File: config.mk
export PLATFORM = sky130hd
export DESIGN_NAME = alu_control_mc_flat
export DESIGN_NICKNAME = d
export VERILOG_FILES = /design/src/rtl/alu_control_mc_pkg.sv /design/src/rtl/alu_control_mc_if.sv /design/src/rtl/alu_control_mc_muldiv_iter.sv /design/src/rtl/alu_control_mc.sv /design/src/flat_wrapper.sv
export SDC_FILE = /design/constraint.sdc
export NUM_CORES = 1
export LEC_CHECK = 0
export CAP_MARGIN = 20
export CORE_ASPECT_RATIO = 1.1
export CORE_MARGIN = 3
export CORE_UTILIZATION = 55
export CTS_CLUSTER_DIAMETER = 60
export DETAILED_ROUTE_END_ITERATION = 10
export PLACE_DENSITY = 0.77
export SETUP_SLACK_MARGIN = 0.3
export SKIP_CTS_REPAIR_TIMING = 1
export SLEW_MARGIN = 30
export SYNTH_ARGS = -nofsm -noshare
export SYNTH_HDL_FRONTEND = slang
export SYNTH_SLANG_ARGS = --single-unit
File: constraint.sdc
create_clock -name clk -period 4.3 [get_ports clk]
set_input_delay 0.86 -clock clk [delete_from_list [all_inputs] [get_ports clk]]
set_output_delay 0.86 -clock clk [all_outputs]
set_load 0.005 [all_outputs]
File: src/rtl/alu_control_mc_pkg.sv
// -----------------------------------------------------------------------------
// alu_control_mc_pkg
// Shared constants for the EX-stage ALU control block and its multi-cycle
// MUL/UDIV unit. Contents:
//   - ALU_* single-cycle function codes driven on alu_control
//   - OP_* alu_op instruction class codes
//   - state_e, the multi-cycle FSM state encoding
//   - is_mc_op(), true for the classes that start a multi-cycle operation
// -----------------------------------------------------------------------------
package alu_control_mc_pkg;

   typedef logic [2:0] alu_op_t;
   typedef logic [3:0] alu_fn_t;

   // ALU function codes. R-type decode produces {0, op[9], op[3], op[8]}, so
   // AND/OR/ADD/SUB sit where that mapping lands them.
   localparam alu_fn_t ALU_AND    = 4'b0000;
   localparam alu_fn_t ALU_OR     = 4'b0001;
   localparam alu_fn_t ALU_ADD    = 4'b0010;
   localparam alu_fn_t ALU_SUB    = 4'b0110;
   localparam alu_fn_t ALU_PASS_B = 4'b0111;
   localparam alu_fn_t ALU_LSL    = 4'b1000;
   localparam alu_fn_t ALU_LSR    = 4'b1001;

   // alu_op instruction classes; 11x is reserved.
   localparam alu_op_t OP_DTYPE  = 3'b000;
   localparam alu_op_t OP_BRANCH = 3'b001;
   localparam alu_op_t OP_SHIFT  = 3'b010;
   localparam alu_op_t OP_RTYPE  = 3'b011;
   localparam alu_op_t OP_MUL    = 3'b100;
   localparam alu_op_t OP_UDIV   = 3'b101;

   typedef enum logic [1:0] {
      ST_IDLE = 2'b00,
      ST_MUL  = 2'b01,
      ST_DIV  = 2'b10,
      ST_DONE = 2'b11
   } state_e;

   function automatic logic is_mc_op(input alu_op_t op);
      return (op == OP_MUL) || (op == OP_UDIV);
   endfunction

endpackage

File: src/rtl/alu_control_mc_if.sv
// -----------------------------------------------------------------------------
// alu_control_mc_if
// EX-stage bundle between the pipeline (master) and alu_control_mc (slave).
//   master -> slave : valid_in, flush, alu_op, opcode, a, b
//   slave -> master : alu_control, stall, mc_result, mc_valid, div_by_zero
// DATA_W must match the DATA_W of the attached alu_control_mc.
// -----------------------------------------------------------------------------
interface alu_control_mc_if
   import alu_control_mc_pkg::*;
#(
   parameter int DATA_W = 64
);
   logic              valid_in;
   logic              flush;
   alu_op_t           alu_op;
   logic [10:0]       opcode;
   logic [DATA_W-1:0] a;
   logic [DATA_W-1:0] b;
   alu_fn_t           alu_control;
   logic              stall;
   logic [DATA_W-1:0] mc_result;
   logic              mc_valid;
   logic              div_by_zero;

   modport master (
      output valid_in, flush, alu_op, opcode, a, b,
      input  alu_control, stall, mc_result, mc_valid, div_by_zero
   );

   modport slave (
      input  valid_in, flush, alu_op, opcode, a, b,
      output alu_control, stall, mc_result, mc_valid, div_by_zero
   );
endinterface

File: src/rtl/alu_control_mc_muldiv_iter.sv
// -----------------------------------------------------------------------------
// muldiv_iter
// Iterative unsigned datapath: shift-add multiply (low DATA_W bits of a*b) or
// restoring divide (floor(a/b)), one bit per step.
//   clk, rst_n : clock, asynchronous active-low reset
//   start      : load a, b and the operation kind
//   is_div     : operation kind sampled with start (1 = divide)
//   a, b       : operands sampled with start
//   step       : perform one iteration this cycle
//   result     : value the operation holds after the current step completes,
//                so the final step's result can be captured on the same edge
// -----------------------------------------------------------------------------
module muldiv_iter
   import alu_control_mc_pkg::*;
#(
   parameter int DATA_W = 64
) (
   input  logic              clk,
   input  logic              rst_n,
   input  logic              start,
   input  logic              is_div,
   input  logic [DATA_W-1:0] a,
   input  logic [DATA_W-1:0] b,
   input  logic              step,
   output logic [DATA_W-1:0] result
);

   // MUL: acc = partial product, opa = multiplicand (<<), opb = multiplier (>>)
   // DIV: acc = remainder, opa = dividend shifting out / quotient shifting in,
   //      opb = divisor
   logic              is_div_q, is_div_d;
   logic [DATA_W-1:0] acc_q, acc_d;
   logic [DATA_W-1:0] opa_q, opa_d;
   logic [DATA_W-1:0] opb_q, opb_d;
   logic [DATA_W:0]   rem_sh;
   logic [DATA_W:0]   rem_sub;

   always_ff @(posedge clk or negedge rst_n) begin
      if (!rst_n) begin
         is_div_q <= 1'b0;
         acc_q    <= '0;
         opa_q    <= '0;
         opb_q    <= '0;
      end else begin
         is_div_q <= is_div_d;
         acc_q    <= acc_d;
         opa_q    <= opa_d;
         opb_q    <= opb_d;
      end
   end

   always_comb begin
      is_div_d = is_div_q;
      acc_d    = acc_q;
      opa_d    = opa_q;
      opb_d    = opb_q;
      rem_sh   = {acc_q, opa_q[DATA_W-1]};
      // Remainder stays below the divisor, so rem_sh < 2*b and the top bit of
      // the difference is a clean borrow flag.
      rem_sub  = rem_sh - {1'b0, opb_q};
      if (start) begin
         is_div_d = is_div;
         acc_d    = '0;
         opa_d    = a;
         opb_d    = b;
      end else if (step) begin
         if (is_div_q) begin
            if (rem_sub[DATA_W]) begin
               acc_d = rem_sh[DATA_W-1:0];
               opa_d = {opa_q[DATA_W-2:0], 1'b0};
            end else begin
               acc_d = rem_sub[DATA_W-1:0];
               opa_d = {opa_q[DATA_W-2:0], 1'b1};
            end
         end else begin
            if (opb_q[0]) begin
               acc_d = acc_q + opa_q;
            end
            opa_d = {opa_q[DATA_W-2:0], 1'b0};
            opb_d = {1'b0, opb_q[DATA_W-1:1]};
         end
      end
   end

   assign result = is_div_q ? opa_d : acc_d;

endmodule

File: src/rtl/alu_control_mc.sv
// -----------------------------------------------------------------------------
// alu_control_mc
// EX-stage ALU control: combinational ALU function decode plus an FSM that
// runs multi-cycle unsigned MUL / UDIV through muldiv_iter and stalls the
// pipeline meanwhile.
//   clk        : clock, rising edge
//   rst_n      : asynchronous active-low reset
//   bus (slave): valid_in, flush, alu_op, opcode, a, b in;
//                alu_control, stall, mc_result, mc_valid, div_by_zero out
// Parameters: DATA_W (8..64, even), ZERO_DIV_Q (quotient for b == 0).
// -----------------------------------------------------------------------------
module alu_control_mc
   import alu_control_mc_pkg::*;
#(
   parameter int                DATA_W     = 64,
   parameter logic [DATA_W-1:0] ZERO_DIV_Q = '0
) (
   input  logic            clk,
   input  logic            rst_n,
   alu_control_mc_if.slave bus
);

   localparam int               CNT_W    = $clog2(DATA_W + 1);
   localparam logic [CNT_W-1:0] CNT_LOAD = CNT_W'(DATA_W);
   localparam logic [CNT_W-1:0] CNT_ONE  = CNT_W'(1);

   state_e            state_q, state_d;
   logic [CNT_W-1:0]  cnt_q, cnt_d;
   logic [DATA_W-1:0] mc_result_q, mc_result_d;
   logic              dbz_q, dbz_d;

   logic              req_mc;
   logic              is_div_op;
   logic              b_zero;
   logic              start;
   logic              step;
   logic [DATA_W-1:0] iter_result;

   assign req_mc    = bus.valid_in && is_mc_op(bus.alu_op);
   assign is_div_op = (bus.alu_op == OP_UDIV);
   assign b_zero    = (bus.b == '0);
   // Divide-by-zero skips the datapath entirely and goes straight to DONE.
   assign start     = (state_q == ST_IDLE) && !bus.flush && req_mc && !(is_div_op && b_zero);
   assign step      = ((state_q == ST_MUL) || (state_q == ST_DIV)) && !bus.flush;

   muldiv_iter #(
      .DATA_W (DATA_W)
   ) u_iter (
      .clk    (clk),
      .rst_n  (rst_n),
      .start  (start),
      .is_div (is_div_op),
      .a      (bus.a),
      .b      (bus.b),
      .step   (step),
      .result (iter_result)
   );

   always_ff @(posedge clk or negedge rst_n) begin
      if (!rst_n) begin
         state_q     <= ST_IDLE;
         cnt_q       <= '0;
         mc_result_q <= '0;
         dbz_q       <= 1'b0;
      end else begin
         state_q     <= state_d;
         cnt_q       <= cnt_d;
         mc_result_q <= mc_result_d;
         dbz_q       <= dbz_d;
      end
   end

   always_comb begin
      state_d     = state_q;
      cnt_d       = cnt_q;
      mc_result_d = mc_result_q;
      dbz_d       = 1'b0;
      if (bus.flush) begin
         state_d = ST_IDLE;
         cnt_d   = '0;
      end else begin
         case (state_q)
            ST_IDLE: begin
               if (req_mc) begin
                  if (is_div_op && b_zero) begin
                     state_d     = ST_DONE;
                     mc_result_d = ZERO_DIV_Q;
                     dbz_d       = 1'b1;
                  end else begin
                     state_d = is_div_op ? ST_DIV : ST_MUL;
                     cnt_d   = CNT_LOAD;
                  end
               end
            end
            ST_MUL, ST_DIV: begin
               cnt_d = cnt_q - CNT_ONE;
               // Counter hits zero on this edge: the last step's result is
               // captured together with the move to DONE.
               if (cnt_q == CNT_ONE) begin
                  state_d     = ST_DONE;
                  mc_result_d = iter_result;
               end
            end
            default: begin
               state_d = ST_IDLE;
            end
         endcase
      end
   end

   always_comb begin
      case (bus.alu_op)
         OP_DTYPE:  bus.alu_control = ALU_ADD;
         OP_BRANCH: bus.alu_control = ALU_PASS_B;
         OP_SHIFT:  bus.alu_control = bus.opcode[0] ? ALU_LSL : ALU_LSR;
         OP_RTYPE:  bus.alu_control = {1'b0, bus.opcode[9], bus.opcode[3], bus.opcode[8]};
         default:   bus.alu_control = ALU_ADD;
      endcase
      // Gated by rst_n so stall is low for the whole reset interval.
      bus.stall    = rst_n && (((state_q == ST_IDLE) && req_mc) ||
                               (state_q == ST_MUL) || (state_q == ST_DIV));
      bus.mc_valid = (state_q == ST_DONE);
   end

   assign bus.mc_result   = mc_result_q;
   assign bus.div_by_zero = dbz_q;

endmodule

File: src/flat_wrapper.sv
// flat-port wrapper written by rule: the top's interface ports become plain ports
module alu_control_mc_flat import alu_control_mc_pkg::*;
#(
   parameter int                DATA_W     = 64,
   parameter logic [DATA_W-1:0] ZERO_DIV_Q = '0
)
  (clk, rst_n, bus_valid_in, bus_flush, bus_alu_op, bus_opcode, bus_a, bus_b, bus_alu_control, bus_stall, bus_mc_result, bus_mc_valid, bus_div_by_zero);
  alu_control_mc_if #(.DATA_W(DATA_W)) bus_i ();
  input  logic clk;
  input  logic rst_n;
  input wire logic [$bits(bus_i.valid_in)-1:0] bus_valid_in;
  input wire logic [$bits(bus_i.flush)-1:0] bus_flush;
  input wire logic [$bits(bus_i.alu_op)-1:0] bus_alu_op;
  input wire logic [$bits(bus_i.opcode)-1:0] bus_opcode;
  input wire logic [$bits(bus_i.a)-1:0] bus_a;
  input wire logic [$bits(bus_i.b)-1:0] bus_b;
  output wire logic [$bits(bus_i.alu_control)-1:0] bus_alu_control;
  output wire logic [$bits(bus_i.stall)-1:0] bus_stall;
  output wire logic [$bits(bus_i.mc_result)-1:0] bus_mc_result;
  output wire logic [$bits(bus_i.mc_valid)-1:0] bus_mc_valid;
  output wire logic [$bits(bus_i.div_by_zero)-1:0] bus_div_by_zero;
  assign bus_i.valid_in = bus_valid_in;
  assign bus_i.flush = bus_flush;
  assign bus_i.alu_op = bus_alu_op;
  assign bus_i.opcode = bus_opcode;
  assign bus_i.a = bus_a;
  assign bus_i.b = bus_b;
  assign bus_alu_control = bus_i.alu_control;
  assign bus_stall = bus_i.stall;
  assign bus_mc_result = bus_i.mc_result;
  assign bus_mc_valid = bus_i.mc_valid;
  assign bus_div_by_zero = bus_i.div_by_zero;
  alu_control_mc #(.DATA_W(DATA_W), .ZERO_DIV_Q(ZERO_DIV_Q)) u_core (.clk(clk), .rst_n(rst_n), .bus(bus_i));
endmodule
# After elaboration in Yosys (flattened, before gate mapping)
# Index checks and enable logic that the tools add are counted.
# op_classes
n_reduce_logical	24
n_bitwise	1
addsub	3
n_mux	33
n_eq_ne	16
# op_table
operator	n
$mux W64	14
$pmux W64 S2	1
$sub A65 B64 Y65	1
$add A64 B64 Y64	1
$logic_not A64 Y1	1
$mux W7	3
$pmux W7 S2	1
$pmux W4 S3	1
$mux W2	5
$logic_and A1 B1 Y1	8
$ne A2 B1 Y1 const B	4
$eq A7 B1 Y1 const B	1
$mux W1	7
$sub A7 B1 Y7 const B	1
$eq A3 B2 Y1 const B	2
$eq A3 B3 Y1 const B	2
$ne A3 B2 Y1 const B	2
$reduce_and A5 Y1	1
$eq A2 B2 Y1 const B	2
$logic_or A1 B1 Y1	4
$pmux W2 S2	1
$reduce_and A2 Y1	2
$reduce_bool A2 Y1	2
$eq A3 B1 Y1 const B	1
8 further kinds	9
# totals
inputBits	146
regBits	267

# Longest topological paths before layout
# logic_depth
depth_word	9
mapped_depth	16
mapped_depth_nobuf	14

# Hierarchy
# A second synthesis with hierarchy kept.
# unflattened
cells_unflattened	3049
hier_area_um2	23163.5
# modules_own_cells
mod	area_each_um2	seq_area_each_um2	cells_per_inst	instances
muldiv_iter	18119.9	4829.6	2384	1
alu_control_mc	5043.6	1851.8	665	1

# Worst setup path before layout
# OpenSTA, ideal clock, no wires.
# synth_timing
path_type	register to register
start	register u_core.u_iter.acc_q[0]
end	register u_core.mc_result_q[36], in the netlist u_core.bus.mc_result[36]
n_path_buf	0
path_slack_ns	0.979
arrival_time_ns	3.194
t_required_ns	4.173
stages_incl_launch_ff	15
period_less_slack_ns	3.321
setup_ns	0.127
path_cell_list	dfrtp_1 -> ha_1 -> inv_1 -> fa_1 -> nand2b_1 -> a21oi_1 -> o311a_1 -> nor3b_2 -> o31ai_2 -> a31oi_2 -> o31ai_1 -> xor2_1 -> mux2_2 -> a221oi_1 -> nor2_1
# synth_via
elab_chain_len	8
word_cells_on_any_way	10
# synth_rtl
item	line_no	text
from (decl)	alu_control_mc_muldiv_iter.sv:32	logic [DATA_W-1:0] acc_q, acc_d;
from (signal assigned)	alu_control_mc_muldiv_iter.sv:41	acc_q <= '0;
from (signal assigned)	alu_control_mc_muldiv_iter.sv:46	acc_q <= acc_d;
$sub A65 B64 Y65 or $add A64 B64 Y64 (tied branches)	alu_control_mc_muldiv_iter.sv:60, alu_control_mc_muldiv_iter.sv:77	
$mux W64, on equally long branches	alu_control_mc_muldiv_iter.sv:68, alu_control_mc_muldiv_iter.sv:76	
$mux W64 (*)	alu_control_mc_muldiv_iter.sv:67	if (is_div_q) begin
$mux W64 (*)	alu_control_mc_muldiv_iter.sv:66	end else if (step) begin
$mux W64 (*)	alu_control_mc_muldiv_iter.sv:61	if (start) begin
$mux W64 (*)	alu_control_mc_muldiv_iter.sv:85	assign result = is_div_q ? opa_d : acc_d;
$mux W64 (*)	alu_control_mc.sv:99	if (cnt_q == CNT_ONE) begin
$pmux W64 S2 (*)	alu_control_mc.sv:82	case (state_q)
to (signal assigned)	alu_control_mc.sv:68	mc_result_q <= mc_result_d;
to (decl)	alu_control_mc.sv:29	logic [DATA_W-1:0] mc_result_q, mc_result_d;
# Every way passes the cells marked *; elsewhere a longest branch is shown, timed or not. The select of a mux whose other input is x is not followed.
# A chain may end at the register's enable or synchronous reset.

# Final worst setup path
# layout_timing
start	register u_core.u_iter.opa_q[0]
end	register u_core.u_iter.acc_q[48]
# layout_via
elab_chain_len	5
# layout_rtl
item	line_no	text
from (decl)	alu_control_mc_muldiv_iter.sv:33	logic [DATA_W-1:0] opa_q, opa_d;
from (signal assigned)	alu_control_mc_muldiv_iter.sv:47	opa_q <= opa_d;
$add A64 B64 Y64	alu_control_mc_muldiv_iter.sv:77	acc_d = acc_q + opa_q;
$mux W64	alu_control_mc_muldiv_iter.sv:76	if (opb_q[0]) begin
$mux W64	alu_control_mc_muldiv_iter.sv:67	
$mux W64	alu_control_mc_muldiv_iter.sv:66	
$mux W64	alu_control_mc_muldiv_iter.sv:61	
via u_core.u_iter.acc_d[48]	alu_control_mc_muldiv_iter.sv:32	
# The timed path passes the listed nets, and every way through them passes these cells.

==> results.json <==
{
  "status": "finished clean",
  "clkSinkCount": 267,
  "fp.coreArea_mm2": 0.03927,
  "synth.distinct_cells": 96,
  "setup_viol": 0,
  "fp.dieW_um": 196.3,
  "antenna_found_initial": 1,
  "p_leak_nw": 11.84,
  "period_share_pct": 92.98,
  "synthCells": 2871,
  "skew_ns": 0.01916,
  "synthArstFlopShare_pct": 100.0,
  "finalCriticalPeriod_ns": 3.998,
  "synth.yosys.seq_area_share_pct": 30.48,
  "synth_edf_count": 0,
  "cts_tree": "done",
  "path_clk_slew_ns": 0.07,
  "synth_nets": 3152,
  "rows": 76,
  "drc": 0,
  "grt_usage_pct": 37.91,
  "ctsRootBufferMaster": "clkbuf_16",
  "drive_above_1_share_pct": 10.24,
  "dpl_worst_slack_ns": -0.7451,
  "synthToLayoutAreaGrowth_pct": 22.16,
  "ys_seq_elements": 267,
  "tightest_slew_ns": 0.9373,
  "maxSlewViolCount": 0,
  "max_freq_ghz": 0.2501,
  "cp_max_fo": 4,
  "endpoint_kind": "flop",
  "drt-vias-per-instance": 6.425,
  "boundaryPins": 217,
  "max-vdd-ir-drop_mv": 0.5656,
  "cp_top_family": "compound AO/OA/AOI/OAI gates",
  "rsz0062_at_grt": "yes",
  "clock_path_buffers": 3,
  "grt_pass1_wl_um": 127100,
  "cap_violations": 0,
  "reg2reg_depth": 15,
  "dp.cells": 3581,
  "grt_overflow": 0,
  "final-instance-count-excl-fill": 3642,
  "cp_data_arrival_time_ns": 4.48,
  "start_util_pct": 55.81,
  "portBuffers": 209,
  "final_common_cell": "nand2_1",
  "syn_area_mm2": 0.02192,
  "cts_made_buffers": 30,
  "worstSetupPathDepth": 15,
  "grt_pass1_vias": 22088,
  "place.gp.congestion": 1.042,
  "num_vias": 23400,
  "drtIter0Drc": 2518,
  "setup_ws_ns": 0.3020,
  "drt-total-wl_um": 83150,
  "crit_path_max_incr_delay_ns": 0.44,
  "crit_path_start_kind": "flop",
  "slowest_stage": "fa_1",
  "worstPathCellList": "ha_1 > inv_1 > fa_1 > nand2b_1 > a21oi_2 > o311a_1 > nor3b_2 > buf_4 > o31ai_4 > a31oi_2 > o2111ai_1 > nand2_1 > xnor2_1 > a211o_1 > a32o_1",
  "cts-htree-levels": 1,
  "max-slew-margin-rel_pct": 36.94,
  "critPathKind": "reg -> reg",
  "finalCoreUtilization_pct": 68.18,
  "power.density_mw_per_mm2": 987.9,
  "yosysWarningCount": 0,
  "routedWlPerCell_um": 22.83,
  "drt_pass1_iterations": 6,
  "cp.required_ns": 4.78,
  "die_area_mm2": 0.04229,
  "antenna_cells": 0,
  "path_buf_inv": 2,
  "grt_max_degree": 156,
  "place_hpwl_um": 63880,
  "startpoint": "u_core.u_iter.opa_q[0]",
  "final_cell_mix": "nand2_1 (474), a21oi_1 (295), nor2_1 (279)",
  "ys.flop_type": "dfrtp_1",
  "reg2reg_from": "u_core.u_iter.opa_q[0]",
  "fin_nets": 3395,
  "hold_ws_ns": 0.1454,
  "hold_class": "in -> async",
  "hold_viol": 0,
  "ant_nets": 0,
  "die_h_um": 215.4,
  "insertion_delay_ns": 0.60,
  "synth.avg_cell_area_um2": 7.634
}
-- synthesized netlist by cell type (22+ instances only) --
cell	number	area share [%]
nand3_1	29	0.66
xnor2_1	65	2.6
a21oi_1	300	6.9
o211ai_1	47	1.6
inv_1	102	1.7
nor3_1	30	0.68
a22oi_1	26	0.89
clkbuf_1	140	2.4
nor4_1	23	0.66
dfrtp_1	267	30
o21bai_1	28	0.96
a22o_1	22	0.88
ha_1	133	7.6
nor2_1	282	4.8
a31oi_1	83	2.4
xor2_1	48	1.9
o21ai_1	41	0.94
nand4_1	45	1.3
mux2i_1	30	1.4
buf_1	25	0.43
a21o_1	82	2.8
nand2_1	474	8.1
o21ai_0	193	4.4
a211oi_1	38	1.3
-- power by group --
| part | switching, W | leakage [nW] | total [W] | internal [W] |
|---|---|---|---|---|
| logic | 0.0114 | 7.92 | 0.0188 | 0.00741 |
| clock network | 0.00114 | 0.481 | 0.00264 | 0.00151 |
| registers | 0.00136 | 3.44 | 0.00497 | 0.00361 |
-- state kept, by name (all words and copies together) (netlist names) --
name	count
u_core.bus.mc_result	64
u_core.u_iter.opb_q	64
u_core.cnt_q	7
u_core.u_iter.opa_q	64
u_core.u_iter.is_div_q	1
u_core.bus.div_by_zero	1
u_core.u_iter.acc_q	64
u_core.state_q	2
-- final cells by class --
class	count	area [um^2]
tap	507	634.4
fill	3283	12500
timing repair buffer	400	3721
clock inverter	14	151.4
clock buffer	39	845.8
multi-input combinational	2313	14350
inverter	102	382.9
sequential	267	6688
-- worst paths after layout --
check,end,slack [ns]
min in group clk,u_core.bus.mc_result[11],0.48
min reg2reg,u_core.bus.mc_result[11],0.48
max,u_core.u_iter.acc_q[48],0.30
max reg2reg,u_core.u_iter.acc_q[48],0.30
min,u_core.bus.mc_result[11],0.15
max in group asynchronous,u_core.u_iter.opb_q[60],2.95
-- kinds of logic (layout without fill, tap and decap cells) --
family / after synthesis / in the layout / share of synthesized area, %
AO/OA/AOI/OAI: 1034 / 1034 / 30.34
XOR/XNOR: 115 / 115 / 4.664
adder cells (fa/ha/maj): 135 / 135 / 7.775
buffers and inverters: 291 / 555 / 5.246
flip-flops: 267 / 267 / 30.48
multiplexers: 38 / 38 / 1.781
AND/OR/NAND/NOR: 991 / 991 / 19.71
-- worst reg2reg max path, cell delays in order (launching register included) --
cell	delay, ns
dfrtp_1	0.43
ha_1	0.23
inv_1	0.06
fa_1	0.44
nand2b_1	0.20
a21oi_2	0.16
o311a_1	0.22
nor3b_2	0.06
buf_4	0.17
o31ai_4	0.32
a31oi_2	0.21
o2111ai_1	0.30
nand2_1	0.18
xnor2_1	0.21
a211o_1	0.42
a32o_1	0.28
-- layer usage --
metal / wire (um) / vias to the layer above / GRT usage, %
met2: 34190 / 1331 / 55.07
li1: - / 10883 / -
met5: 13 / - / 0
met3: 10080 / 177 / 9.461
met1: 36160 / 11007 / 55.95
met4: 2706 / 2 / 11.15
-- per-stage QoR --
step / cell area (um^2) / setup TNS [ns] / power, W
after floorplan: 21920 / 0 / 0.01659
after CTS: 26480 / -0.5102 / 0.02541
after global placement: 25490 / -34.84 / 0.02227
after global routing: 26780 / 0 / 0.02824
final: 26780 / 0 / 0.02645
after detailed placement: 25490 / -40.00 / 0.02265
(Power assumes the default switching activity.)
